File: src/rtl/fp_align_unit_if.sv
// Operand/result bundle between the FP adder front end and its neighbours.
// Latency: none (wires only).
// Backpressure: in_valid/in_ready on the operand side, out_valid/out_ready on the result side.
// Ports: master drives operands and out_ready; slave (fp_align_unit) drives in_ready and results.
interface fp_align_unit_if;
    logic        in_valid;
    logic        in_ready;
    logic [31:0] A;
    logic [31:0] B;
    logic        out_valid;
    logic        out_ready;
    logic [31:0] opA;
    logic [31:0] opB;
    logic        signA;
    logic        signB;
    logic        ANaN;
    logic        BNaN;
    logic        Ainf;
    logic        Binf;
    logic        Azero;
    logic        Bzero;
    logic        alignedSign;
    logic [31:0] alignedResult;
    logic        carryOut;
    logic [7:0]  exponentOut;
    logic        sticky;

    modport master (
        output in_valid, A, B, out_ready,
        input  in_ready, out_valid, opA, opB, signA, signB,
               ANaN, BNaN, Ainf, Binf, Azero, Bzero,
               alignedSign, alignedResult, carryOut, exponentOut, sticky
    );

    modport slave (
        input  in_valid, A, B, out_ready,
        output in_ready, out_valid, opA, opB, signA, signB,
               ANaN, BNaN, Ainf, Binf, Azero, Bzero,
               alignedSign, alignedResult, carryOut, exponentOut, sticky
    );
endinterface

File: src/rtl/fp_align_unit.sv
// Single-precision adder front end: classify, order by magnitude, align, add/subtract.
// Latency: specials 1 cycle; otherwise 2 + ceil(min(d,32)/SHIFT_STEP) cycles accept->out_valid.
// Backpressure: one op in flight; in_ready only in IDLE, result held in DONE until out_ready.
// Ports: clk, reset (async active-high), io (fp_align_unit_if.slave) carrying operands and results.
module fp_align_unit #(
    parameter int SHIFT_STEP = 8
) (
    input  logic           clk,
    input  logic           reset,
    fp_align_unit_if.slave io
);

    typedef enum logic [1:0] {
        IDLE  = 2'd0,
        ALIGN = 2'd1,
        ADD   = 2'd2,
        DONE  = 2'd3
    } state_t;

    localparam logic [5:0] STEP = 6'(SHIFT_STEP);

    state_t state;
    state_t nextState;

    // ---------------------------------------------------------------
    // Operand unpack and classification (on the live inputs, used at accept)
    // ---------------------------------------------------------------
    logic [7:0]  expA;
    logic [7:0]  expB;
    logic [22:0] mantA;
    logic [22:0] mantB;
    logic        nanA;
    logic        nanB;
    logic        infA;
    logic        infB;
    logic        zeroA;
    logic        zeroB;
    logic        special;

    assign expA  = io.A[30:23];
    assign expB  = io.B[30:23];
    assign mantA = io.A[22:0];
    assign mantB = io.B[22:0];

    assign nanA  = (expA == 8'hFF) && (mantA != 23'd0);
    assign nanB  = (expB == 8'hFF) && (mantB != 23'd0);
    assign infA  = (expA == 8'hFF) && (mantA == 23'd0);
    assign infB  = (expB == 8'hFF) && (mantB == 23'd0);
    assign zeroA = (expA == 8'd0) && (mantA == 23'd0);
    assign zeroB = (expB == 8'd0) && (mantB == 23'd0);
    assign special = nanA | nanB | infA | infB | zeroA | zeroB;

    // Denormals carry a 0 hidden bit and behave as exponent 1.
    logic [7:0]  effExpA;
    logic [7:0]  effExpB;
    logic [31:0] sigA;
    logic [31:0] sigB;

    assign effExpA = (expA == 8'd0) ? 8'd1 : expA;
    assign effExpB = (expB == 8'd0) ? 8'd1 : expB;
    assign sigA    = {(expA != 8'd0), mantA, 8'd0};
    assign sigB    = {(expB != 8'd0), mantB, 8'd0};

    // Raw {exp,mant} compare orders by magnitude; equal magnitudes make A big.
    logic        aIsBig;
    logic [7:0]  expBigIn;
    logic [7:0]  expSmallIn;
    logic [7:0]  expDiff;
    logic [5:0]  remainingInit;

    assign aIsBig        = (io.A[30:0] >= io.B[30:0]);
    assign expBigIn      = aIsBig ? effExpA : effExpB;
    assign expSmallIn    = aIsBig ? effExpB : effExpA;
    assign expDiff       = expBigIn - expSmallIn;
    // Anything at or past 32 flushes the whole small significand into sticky.
    assign remainingInit = (expDiff >= 8'd32) ? 6'd32 : expDiff[5:0];

    // ---------------------------------------------------------------
    // Working registers
    // ---------------------------------------------------------------
    logic [31:0] bigSig;
    logic [31:0] smallSig;
    logic [7:0]  expBig;
    logic        signBig;
    logic        effSub;
    logic        stickyAcc;
    logic [5:0]  remaining;

    // One alignment step: the low half of the pair holds the bits that fell off.
    logic [5:0]  stepNow;
    logic [63:0] shiftPair;

    assign stepNow   = (remaining > STEP) ? STEP : remaining;
    assign shiftPair = {smallSig, 32'd0} >> stepNow;

    // Significand add keeps the carry in bit 32. The subtract never borrows
    // because big >= small after ordering, so 32 bits hold the full difference.
    logic [32:0] sumWide;
    logic [31:0] diffRes;

    assign sumWide = {1'b0, bigSig} + {1'b0, smallSig};
    assign diffRes = bigSig - smallSig - {31'd0, stickyAcc};

    // ---------------------------------------------------------------
    // FSM
    // ---------------------------------------------------------------
    logic inReady;
    logic outValid;
    logic accept;

    always_ff @(posedge clk or posedge reset) begin
        if (reset) begin
            state <= IDLE;
        end else begin
            state <= nextState;
        end
    end

    always_comb begin
        nextState = state;
        inReady   = 1'b0;
        outValid  = 1'b0;
        accept    = 1'b0;
        case (state)
            IDLE: begin
                inReady = 1'b1;
                if (io.in_valid) begin
                    accept = 1'b1;
                    if (special) begin
                        nextState = DONE;
                    end else if (expDiff == 8'd0) begin
                        nextState = ADD;
                    end else begin
                        nextState = ALIGN;
                    end
                end
            end
            ALIGN: begin
                // Last step consumes exactly what is left.
                if (remaining == stepNow) begin
                    nextState = ADD;
                end
            end
            ADD: begin
                nextState = DONE;
            end
            DONE: begin
                outValid = 1'b1;
                if (io.out_ready) begin
                    nextState = IDLE;
                end
            end
            default: begin
                nextState = IDLE;
            end
        endcase
    end

    assign io.in_ready  = inReady;
    assign io.out_valid = outValid;

    // ---------------------------------------------------------------
    // Datapath
    // ---------------------------------------------------------------
    always_ff @(posedge clk or posedge reset) begin
        if (reset) begin
            io.opA           <= 32'd0;
            io.opB           <= 32'd0;
            io.signA         <= 1'b0;
            io.signB         <= 1'b0;
            io.ANaN          <= 1'b0;
            io.BNaN          <= 1'b0;
            io.Ainf          <= 1'b0;
            io.Binf          <= 1'b0;
            io.Azero         <= 1'b0;
            io.Bzero         <= 1'b0;
            io.alignedSign   <= 1'b0;
            io.alignedResult <= 32'd0;
            io.carryOut      <= 1'b0;
            io.exponentOut   <= 8'd0;
            io.sticky        <= 1'b0;
            bigSig           <= 32'd0;
            smallSig         <= 32'd0;
            expBig           <= 8'd0;
            signBig          <= 1'b0;
            effSub           <= 1'b0;
            stickyAcc        <= 1'b0;
            remaining        <= 6'd0;
        end else if (accept) begin
            io.opA           <= io.A;
            io.opB           <= io.B;
            io.signA         <= io.A[31];
            io.signB         <= io.B[31];
            io.ANaN          <= nanA;
            io.BNaN          <= nanB;
            io.Ainf          <= infA;
            io.Binf          <= infB;
            io.Azero         <= zeroA;
            io.Bzero         <= zeroB;
            // Result fields stay zero for specials; normal ops fill them in ADD.
            io.alignedSign   <= 1'b0;
            io.alignedResult <= 32'd0;
            io.carryOut      <= 1'b0;
            io.exponentOut   <= 8'd0;
            io.sticky        <= 1'b0;
            bigSig           <= aIsBig ? sigA : sigB;
            smallSig         <= aIsBig ? sigB : sigA;
            expBig           <= expBigIn;
            signBig          <= aIsBig ? io.A[31] : io.B[31];
            effSub           <= io.A[31] ^ io.B[31];
            stickyAcc        <= 1'b0;
            remaining        <= remainingInit;
        end else if (state == ALIGN) begin
            smallSig  <= shiftPair[63:32];
            stickyAcc <= stickyAcc | (|shiftPair[31:0]);
            remaining <= remaining - stepNow;
        end else if (state == ADD) begin
            if (!effSub) begin
                io.alignedResult <= sumWide[31:0];
                io.carryOut      <= sumWide[32];
                io.alignedSign   <= (sumWide == 33'd0) ? 1'b0 : signBig;
            end else begin
                io.alignedResult <= diffRes;
                io.carryOut      <= 1'b0;
                // Exact cancellation is reported as +0.
                io.alignedSign   <= (diffRes == 32'd0) ? 1'b0 : signBig;
            end
            io.exponentOut <= expBig;
            io.sticky      <= stickyAcc;
        end
    end

endmodule

File: src/flat_wrapper.sv
// flat-port wrapper written by rule: the top's interface ports become plain ports
module fp_align_unit_flat 
#(
    parameter int SHIFT_STEP = 8
)
  (clk, reset, io_in_valid, io_A, io_B, io_out_ready, io_in_ready, io_out_valid, io_opA, io_opB, io_signA, io_signB, io_ANaN, io_BNaN, io_Ainf, io_Binf, io_Azero, io_Bzero, io_alignedSign, io_alignedResult, io_carryOut, io_exponentOut, io_sticky);
  fp_align_unit_if io_i ();
  input  logic clk;
  input  logic reset;
  input wire logic [$bits(io_i.in_valid)-1:0] io_in_valid;
  input wire logic [$bits(io_i.A)-1:0] io_A;
  input wire logic [$bits(io_i.B)-1:0] io_B;
  input wire logic [$bits(io_i.out_ready)-1:0] io_out_ready;
  output wire logic [$bits(io_i.in_ready)-1:0] io_in_ready;
  output wire logic [$bits(io_i.out_valid)-1:0] io_out_valid;
  output wire logic [$bits(io_i.opA)-1:0] io_opA;
  output wire logic [$bits(io_i.opB)-1:0] io_opB;
  output wire logic [$bits(io_i.signA)-1:0] io_signA;
  output wire logic [$bits(io_i.signB)-1:0] io_signB;
  output wire logic [$bits(io_i.ANaN)-1:0] io_ANaN;
  output wire logic [$bits(io_i.BNaN)-1:0] io_BNaN;
  output wire logic [$bits(io_i.Ainf)-1:0] io_Ainf;
  output wire logic [$bits(io_i.Binf)-1:0] io_Binf;
  output wire logic [$bits(io_i.Azero)-1:0] io_Azero;
  output wire logic [$bits(io_i.Bzero)-1:0] io_Bzero;
  output wire logic [$bits(io_i.alignedSign)-1:0] io_alignedSign;
  output wire logic [$bits(io_i.alignedResult)-1:0] io_alignedResult;
  output wire logic [$bits(io_i.carryOut)-1:0] io_carryOut;
  output wire logic [$bits(io_i.exponentOut)-1:0] io_exponentOut;
  output wire logic [$bits(io_i.sticky)-1:0] io_sticky;
  assign io_i.in_valid = io_in_valid;
  assign io_i.A = io_A;
  assign io_i.B = io_B;
  assign io_i.out_ready = io_out_ready;
  assign io_in_ready = io_i.in_ready;
  assign io_out_valid = io_i.out_valid;
  assign io_opA = io_i.opA;
  assign io_opB = io_i.opB;
  assign io_signA = io_i.signA;
  assign io_signB = io_i.signB;
  assign io_ANaN = io_i.ANaN;
  assign io_BNaN = io_i.BNaN;
  assign io_Ainf = io_i.Ainf;
  assign io_Binf = io_i.Binf;
  assign io_Azero = io_i.Azero;
  assign io_Bzero = io_i.Bzero;
  assign io_alignedSign = io_i.alignedSign;
  assign io_alignedResult = io_i.alignedResult;
  assign io_carryOut = io_i.carryOut;
  assign io_exponentOut = io_i.exponentOut;
  assign io_sticky = io_i.sticky;
  fp_align_unit #(.SHIFT_STEP(SHIFT_STEP)) u_core (.clk(clk), .reset(reset), .io(io_i));
endmodule
File: config.mk
export PLATFORM = sky130hd
export DESIGN_NAME = fp_align_unit_flat
export DESIGN_NICKNAME = d
export VERILOG_FILES = /design/src/rtl/fp_align_unit_if.sv /design/src/rtl/fp_align_unit.sv /design/src/flat_wrapper.sv
export SDC_FILE = /design/constraint.sdc
export NUM_CORES = 1
export LEC_CHECK = 0
export BUFFER_PORTS_ARGS = -buffer_cell sky130_fd_sc_hd__buf_2
export CORE_ASPECT_RATIO = 1.4
export CORE_MARGIN = 8
export CORE_UTILIZATION = 54
export CTS_CLUSTER_DIAMETER = 200
export DETAILED_ROUTE_END_ITERATION = 10
export PLACE_DENSITY_LB_ADDON = 0.05
export SYNTH_ARGS = -nofsm -noshare
export SYNTH_HDL_FRONTEND = slang
export SYNTH_SLANG_ARGS = --single-unit
File: constraint.sdc
create_clock -name clk -period 5.65 [get_ports clk]
set_clock_uncertainty 0.2 [all_clocks]
set_input_delay 0.8475 -clock clk [delete_from_list [all_inputs] [get_ports clk]]
set_output_delay 0.8475 -clock clk [all_outputs]
set_load 0.02 [all_outputs]
==> results of run 1 <==
worst paths after layout:
path                               startpoint                         end  slack, ps  depth (start not counted)
setup / recovery                     io_B[16]             u_core.state[0]        430                         26
hold / removal              u_core.io.opA[28]           u_core.io.opA[28]        270                          2
setup reg to reg           u_core.smallSig[8]       u_core.io.alignedSign       1550                         12
hold reg to reg             u_core.io.opA[28]           u_core.io.opA[28]        270                          2
max in group asynchronous               reset           u_core.io.opA[26]       4020                          3
min in group asynchronous               reset  u_core.io.alignedResult[2]        340                          2
cells by family after synthesis:
kind of cell,count (synthesis)
muxes,116
and+or+nand+nor,617
DFF,188
buffers and inverters,226
adders and majority gates,129
xor gates and xnor gates,44
AOI/OAI and AO/OA,454
other,1
cells in the mapped netlist, types with 9 or more instances:
library cell / number
a211oi_1: 31
a21o_1: 19
a21oi_1: 113
a31oi_1: 9
and3_1: 21
buf_1: 13
buf_2: 12
clkbuf_1: 71
dfrtp_1: 188
ha_1: 127
inv_1: 122
mux2i_1: 108
nand2_1: 301
nand2b_1: 10
nand3_1: 52
nand4_1: 30
nor2_1: 79
nor2b_1: 23
nor3_1: 33
nor4_1: 23
o211ai_1: 17
o21a_1: 17
o21ai_0: 107
o21ai_1: 13
o221ai_1: 23
o31ai_1: 17
or3_1: 11
xnor2_1: 27
xor2_1: 17
metrics by stage:
stage                       util  TNS, ps  instance area (sq um)  hold WS (ps)  cells
final                     0.6188        0                  16600         270.1   2293
after floorplan                -        0                  14650         244.1   1775
after global routing      0.6188        0                  16600         296.6   2293
after CTS                 0.6188        0                  16600         276.5   2293
after global placement    0.5950        0                  15960         253.0   2261
after detailed placement  0.5950   -16.81                  15960         256.9   2261
final cells by class:
class                           count  share of cell area
Multi-Input combinational cell   1361              0.5482
Sequential cell                   188              0.2834
Timing Repair Buffer              221             0.07371
Inverter                          126             0.02872
Clock buffer                       20             0.02811
Tap cell                          365             0.02751
Clock inverter                     12             0.01040
registers in the layout, summed over array words and instances, names as in the netlist, 2 cells and up:
register and cells:
u_core.io.alignedResult 32, u_core.smallSig 32, u_core.io.opA 31, u_core.io.opB 31
u_core.bigSig 24, u_core.expBig 8, u_core.io.exponentOut 8, u_core.remaining 6
u_core.state 2
metal layers:
metal / vias up / global-route usage / wire (um)
met5: - / 0 / 0
met4: 0 / 0.1178 / 1688
met3: 95 / 0.05549 / 2985
met2: 532 / 0.4660 / 21990
met1: 6628 / 0.3741 / 20480
li1: 6626 / - / -
worst reg2reg max path, stage by stage (launching register included):
cell and delay, ps:
dfrtp_1 480, ha_1 290, fa_1 420, nor2b_1 180, o211ai_2 270, a21boi_1 210
o21ai_0 600, o2111ai_1 210, a31oi_1 250, nand4_1 120, nor4_1 480, o31a_1 210
a31oi_1 60
==> results.yml, run 1 <==
layout:
  drive_gt1_frac: 0.1499
  regArea_sq_um: 4705
  multi_input_area_sq_um: 9100
  final_cell_mix: "nand2_1 (300), dfrtp_1 (188), buf_2 (184)"
  fin_nets: 2112
  antenna_cells: 0
  area_growth_syn_to_layout_pct: 13.31
  fill_cells: 2466
  layout_commonest_cell: "nand2_1"
synthesis:
  synth-compound-area-share: 0.2057
  synth_top_area_share: 0.3211
  synthFlopType: "dfrtp_1"
  synth_warnings: 0
  postSynthAreaPerCell_sq_um: 8.254
  synth_top_family_by_area: "compound AO/OA/AOI/OAI gates"
  synthesis.area_sq_um: 14650
  synth_fa_ha_area_frac: 0.1112
  ys_seq_area_frac: 0.3211
  yosys.area_share.simple: 0.1955
  synth_async_sr_flop_share: 1.000
  syn-num-nets: 1972
  synth.area.top_cells: "dfrtp_1 (32%), ha_1 (11%), nand2_1 (7.7%)"
  synthCells: 1775
  muxShareOfSynthArea: 0.07994
  synth_xor_area_frac: 0.02630
  synth_edf_count: 0
  synth_seq_cells: 188
  yosysUniqueCellTypes: 84
  yosys.area.top_type: "dfrtp_1"
sta:
  setup_violations: 0
  max_freq_mhz: 191.5
  rsz0062_at_grt: "false"
  timing.final.crit_share: 0.9245
  finalHoldViolCount: 0
  maxSlewHeadroom: 0.3600
  fin_ws_ps: 426.7
  timing.final.crit_period_ps: 5223
  slew_viol_final: 0
  tightest_slew_ps: 951.3
grt:
  antenna_found_initial: 0
  grt_pass1_vias: 13820
  grt_pass1_wl_mm: 75.29
  grt_start_max_net_pins: 92
  grtUsageTotal: 0.2886
  grt_overflow: 0
route:
  wl_per_cell_um: 20.56
  drt_iter0_drc: 984
  remaining_drc_errors: 0
  routed_wl_mm: 47.14
  first_pass_iters: 7
  vias: 13880
  antenna_left: 0
  via_per_inst: 6.054
worst_setup_path:
  start_kind: "input pin"
  cp_num_buf_inv: 5
  cp_common_cell: "a21o_1"
  required_ps: 5790
  cp_max_fo: 5
  end_kind: "register"
  path_class: "in2reg"
  cp_slowest_stage_delay_ps: 330
  worstPathArrival_ps: 5360
  crit_slowest_cell: "or3_1"
  cp_top_family: "compound AO/OA/AOI/OAI gates"
clock_network:
  holdBufCountCts: 0
  cts_tree: "done"
  clkSinkCount: 188
  cts_max_path_buffers: 2
  ctsResizeCount: 0
  clock_latency_ps: 460
  cts_root_buffer: "clkbuf_16"
  cts_setup_buffers: 0
  clk_pin_slew_ps: 80
  h-tree-depth: 4
  cts_made_buffers: 17
floorplan:
  io_pins: 185
  core-area_sq_um: 26830
  die_h_um: 210.9
  fp-row-count: 71
  initial_utilization: 0.5461
  die_area_sq_um: 32730
  die_x_um: 155.2
placement:
  dp_hpwl_mm: 36.47
  place_ws_ps: -16.81
  io_buffer_count: 184
  place.gp.congestion: 0.9486
run_status:
  status: "complete, no violations"
job:
  cap_violations: 0
min_path:
  hold_class: "reg2reg"
Power of run 1 is left out: the tool's default activity adds up to more than one toggle a clock period on the data nets, which glitch-free logic cannot reach.
==> run 2, diff against run 1 <==
ABC_AREA = 1   (was not set)
MAX_ROUTING_LAYER = met4   (was not set)
==> results.yml, run 2 <==
run_status:
  status: "complete, no violations"
clock_network:
  clkSinkCount: 188
  cts_setup_buffers: 0
  cts_tree: "done"
  h-tree-depth: 4
  ctsResizeCount: 0
  clock_latency_ps: 470
  cts_made_buffers: 17
  cts_root_buffer: "clkbuf_16"
  cts_max_path_buffers: 2
  clk_pin_slew_ps: 80
  holdBufCountCts: 0
synthesis:
  synthCells: 2283
  synth_xor_area_frac: 0.01328
  syn-num-nets: 2480
  synth_fa_ha_area_frac: 0.1074
  synth_seq_cells: 188
  synth_top_family_by_area: "simple AND/OR/NAND/NOR gates"
  yosys.area.top_type: "dfrtp_1"
  yosys.area_share.simple: 0.2879
  ys_seq_area_frac: 0.3101
  synthFlopType: "dfrtp_1"
  synth_top_area_share: 0.3101
  synthesis.area_sq_um: 15170
  synth_edf_count: 0
  muxShareOfSynthArea: 0.007917
  postSynthAreaPerCell_sq_um: 6.646
  synth_async_sr_flop_share: 1.000
  yosysUniqueCellTypes: 49
  synth_warnings: 0
  synth.most_common_cell: "nand2_1"
  synth-compound-area-share: 0.1691
  synth.area.top_cells: "dfrtp_1 (31%), nand2_1 (18%), ha_1 (10%)"
  synthTopCellsByCount: "nand2_1 (708), inv_1 (320), o21ai_0 (224)"
route:
  vias: 15930
  wl_per_cell_um: 19.13
  remaining_drc_errors: 0
  first_pass_iters: 6
  via_per_inst: 5.672
  drt_iter0_drc: 1303
  routed_wl_mm: 53.71
  antenna_left: 0
floorplan:
  die_area_sq_um: 33790
  fp-row-count: 72
  die_x_um: 157.7
  initial_utilization: 0.5486
  io_pins: 185
  die_h_um: 214.3
  core-area_sq_um: 27660
worst_setup_path:
  path_class: "in2reg"
  cp_max_fo: 34
  required_ps: 5820
  end_kind: "register"
  start_kind: "input pin"
  worstPathArrival_ps: 5110
job:
  cap_violations: 0
sta:
  rsz0062_at_grt: "false"
  max_freq_mhz: 202.7
  finalHoldViolCount: 0
  timing.setup.tns_ps: 0
  fin_worst_hold_slack_ps: 283.0
  tightest_slew_ps: 985.9
  timing.final.crit_share: 0.8732
  maxSlewHeadroom: 0.3420
  setup_violations: 0
  timing.final.crit_period_ps: 4934
  slew_viol_final: 0
layout:
  area_growth_syn_to_layout_pct: 11.85
  drive_gt1_frac: 0.1027
  layout_commonest_cell: "nand2_1"
  final_cell_mix: "nand2_1 (706), inv_1 (318), o21ai_0 (224)"
  utilization: 0.6136
  fin_nets: 2619
  multi_input_area_sq_um: 8899
  top_regs: "u_core.io.alignedResult: 32 flops, u_core.smallSig: 32 flops"
  regArea_sq_um: 4705
  fill_cells: 2679
placement:
  dp_hpwl_mm: 43.34
  place.gp.congestion: 0.9751
  io_buffer_count: 184
grt:
  grt_start_max_net_pins: 137
  grt_pass1_wl_mm: 83.83
  antenna_found_initial: 3
  grtUsageTotal: 0.3272
  grt_overflow: 0
  grt_pass1_vias: 15760
min_path:
  hold_class: "reg2reg"
-- run 2: metrics by stage --
stage | instances | cell area [sq um] | worst slack (ps)
floorplan | 2283 | 15180 | 1274
global placement | 2773 | 16320 | 539.0
detailed placement | 2773 | 16320 | 362.8
CTS | 2805 | 16960 | 786.9
global route | 2808 | 16970 | 315.9
finish | 2808 | 16970 | 716.5
-- run 2: cell type report --
class                      count  area share
antenna                        3   0.0004424
clock buffer                  17     0.02507
sequential                   188      0.2772
tap                          370     0.02728
inverter                     328     0.07277
multi-input combinational   1692      0.5244
clock inverter                15     0.01298
timing repair buffer         195     0.05987
-- run 2: logic make-up after synthesis --
kind of cell,after synthesis
AOI/OAI and AO/OA,462
adders and majority gates,129
muxes,12
buffers and inverters,403
DFF,188
xor gates and xnor gates,23
and+or+nand+nor,1065
other,1
-- run 2: final timing paths --
kind	end	cells after the start	from	slack, ps
worst max-delay path	u_core.remaining[3]	23	io_B[27]	720
worst min-delay path	u_core.io.alignedSign	2	u_core.io.alignedSign	280
worst max register to register	u_core.io.alignedSign	15	u_core.smallSig[19]	1810
worst min register to register	u_core.io.alignedSign	2	u_core.io.alignedSign	280
max in group asynchronous	u_core.io.opA[20]	3	reset	4280
min in group asynchronous	u_core.expBig[6]	3	reset	350
-- run 2: layer usage --
metal	up-vias	GRT usage	wire length, um
li1	7714	-	-
met1	7409	0.3727	20510
met2	652	0.5480	27190
met3	153	0.03570	2992
met4	0	0.1846	3008
met5	-	-	0
-- run 2: worst max-delay path, cell delays in order --
cell     delay (ps)
buf_2           100
inv_1            80
ha_1            410
nand2_1         100
nor3b_1         220
nand4_1         250
nor3_1          280
nand2_1         170
nand2_2         430
nand2_1          80
o21ai_0         130
ha_1            200
inv_1            60
fa_1            400
nand3_1         100
nand2_1          80
a21oi_1         140
o21ai_0         110
xnor2_1         190
nand2_1          70
a21oi_1         320
nand2_1         120
a22oi_1         190
Power of run 2 is left out for the same reason.
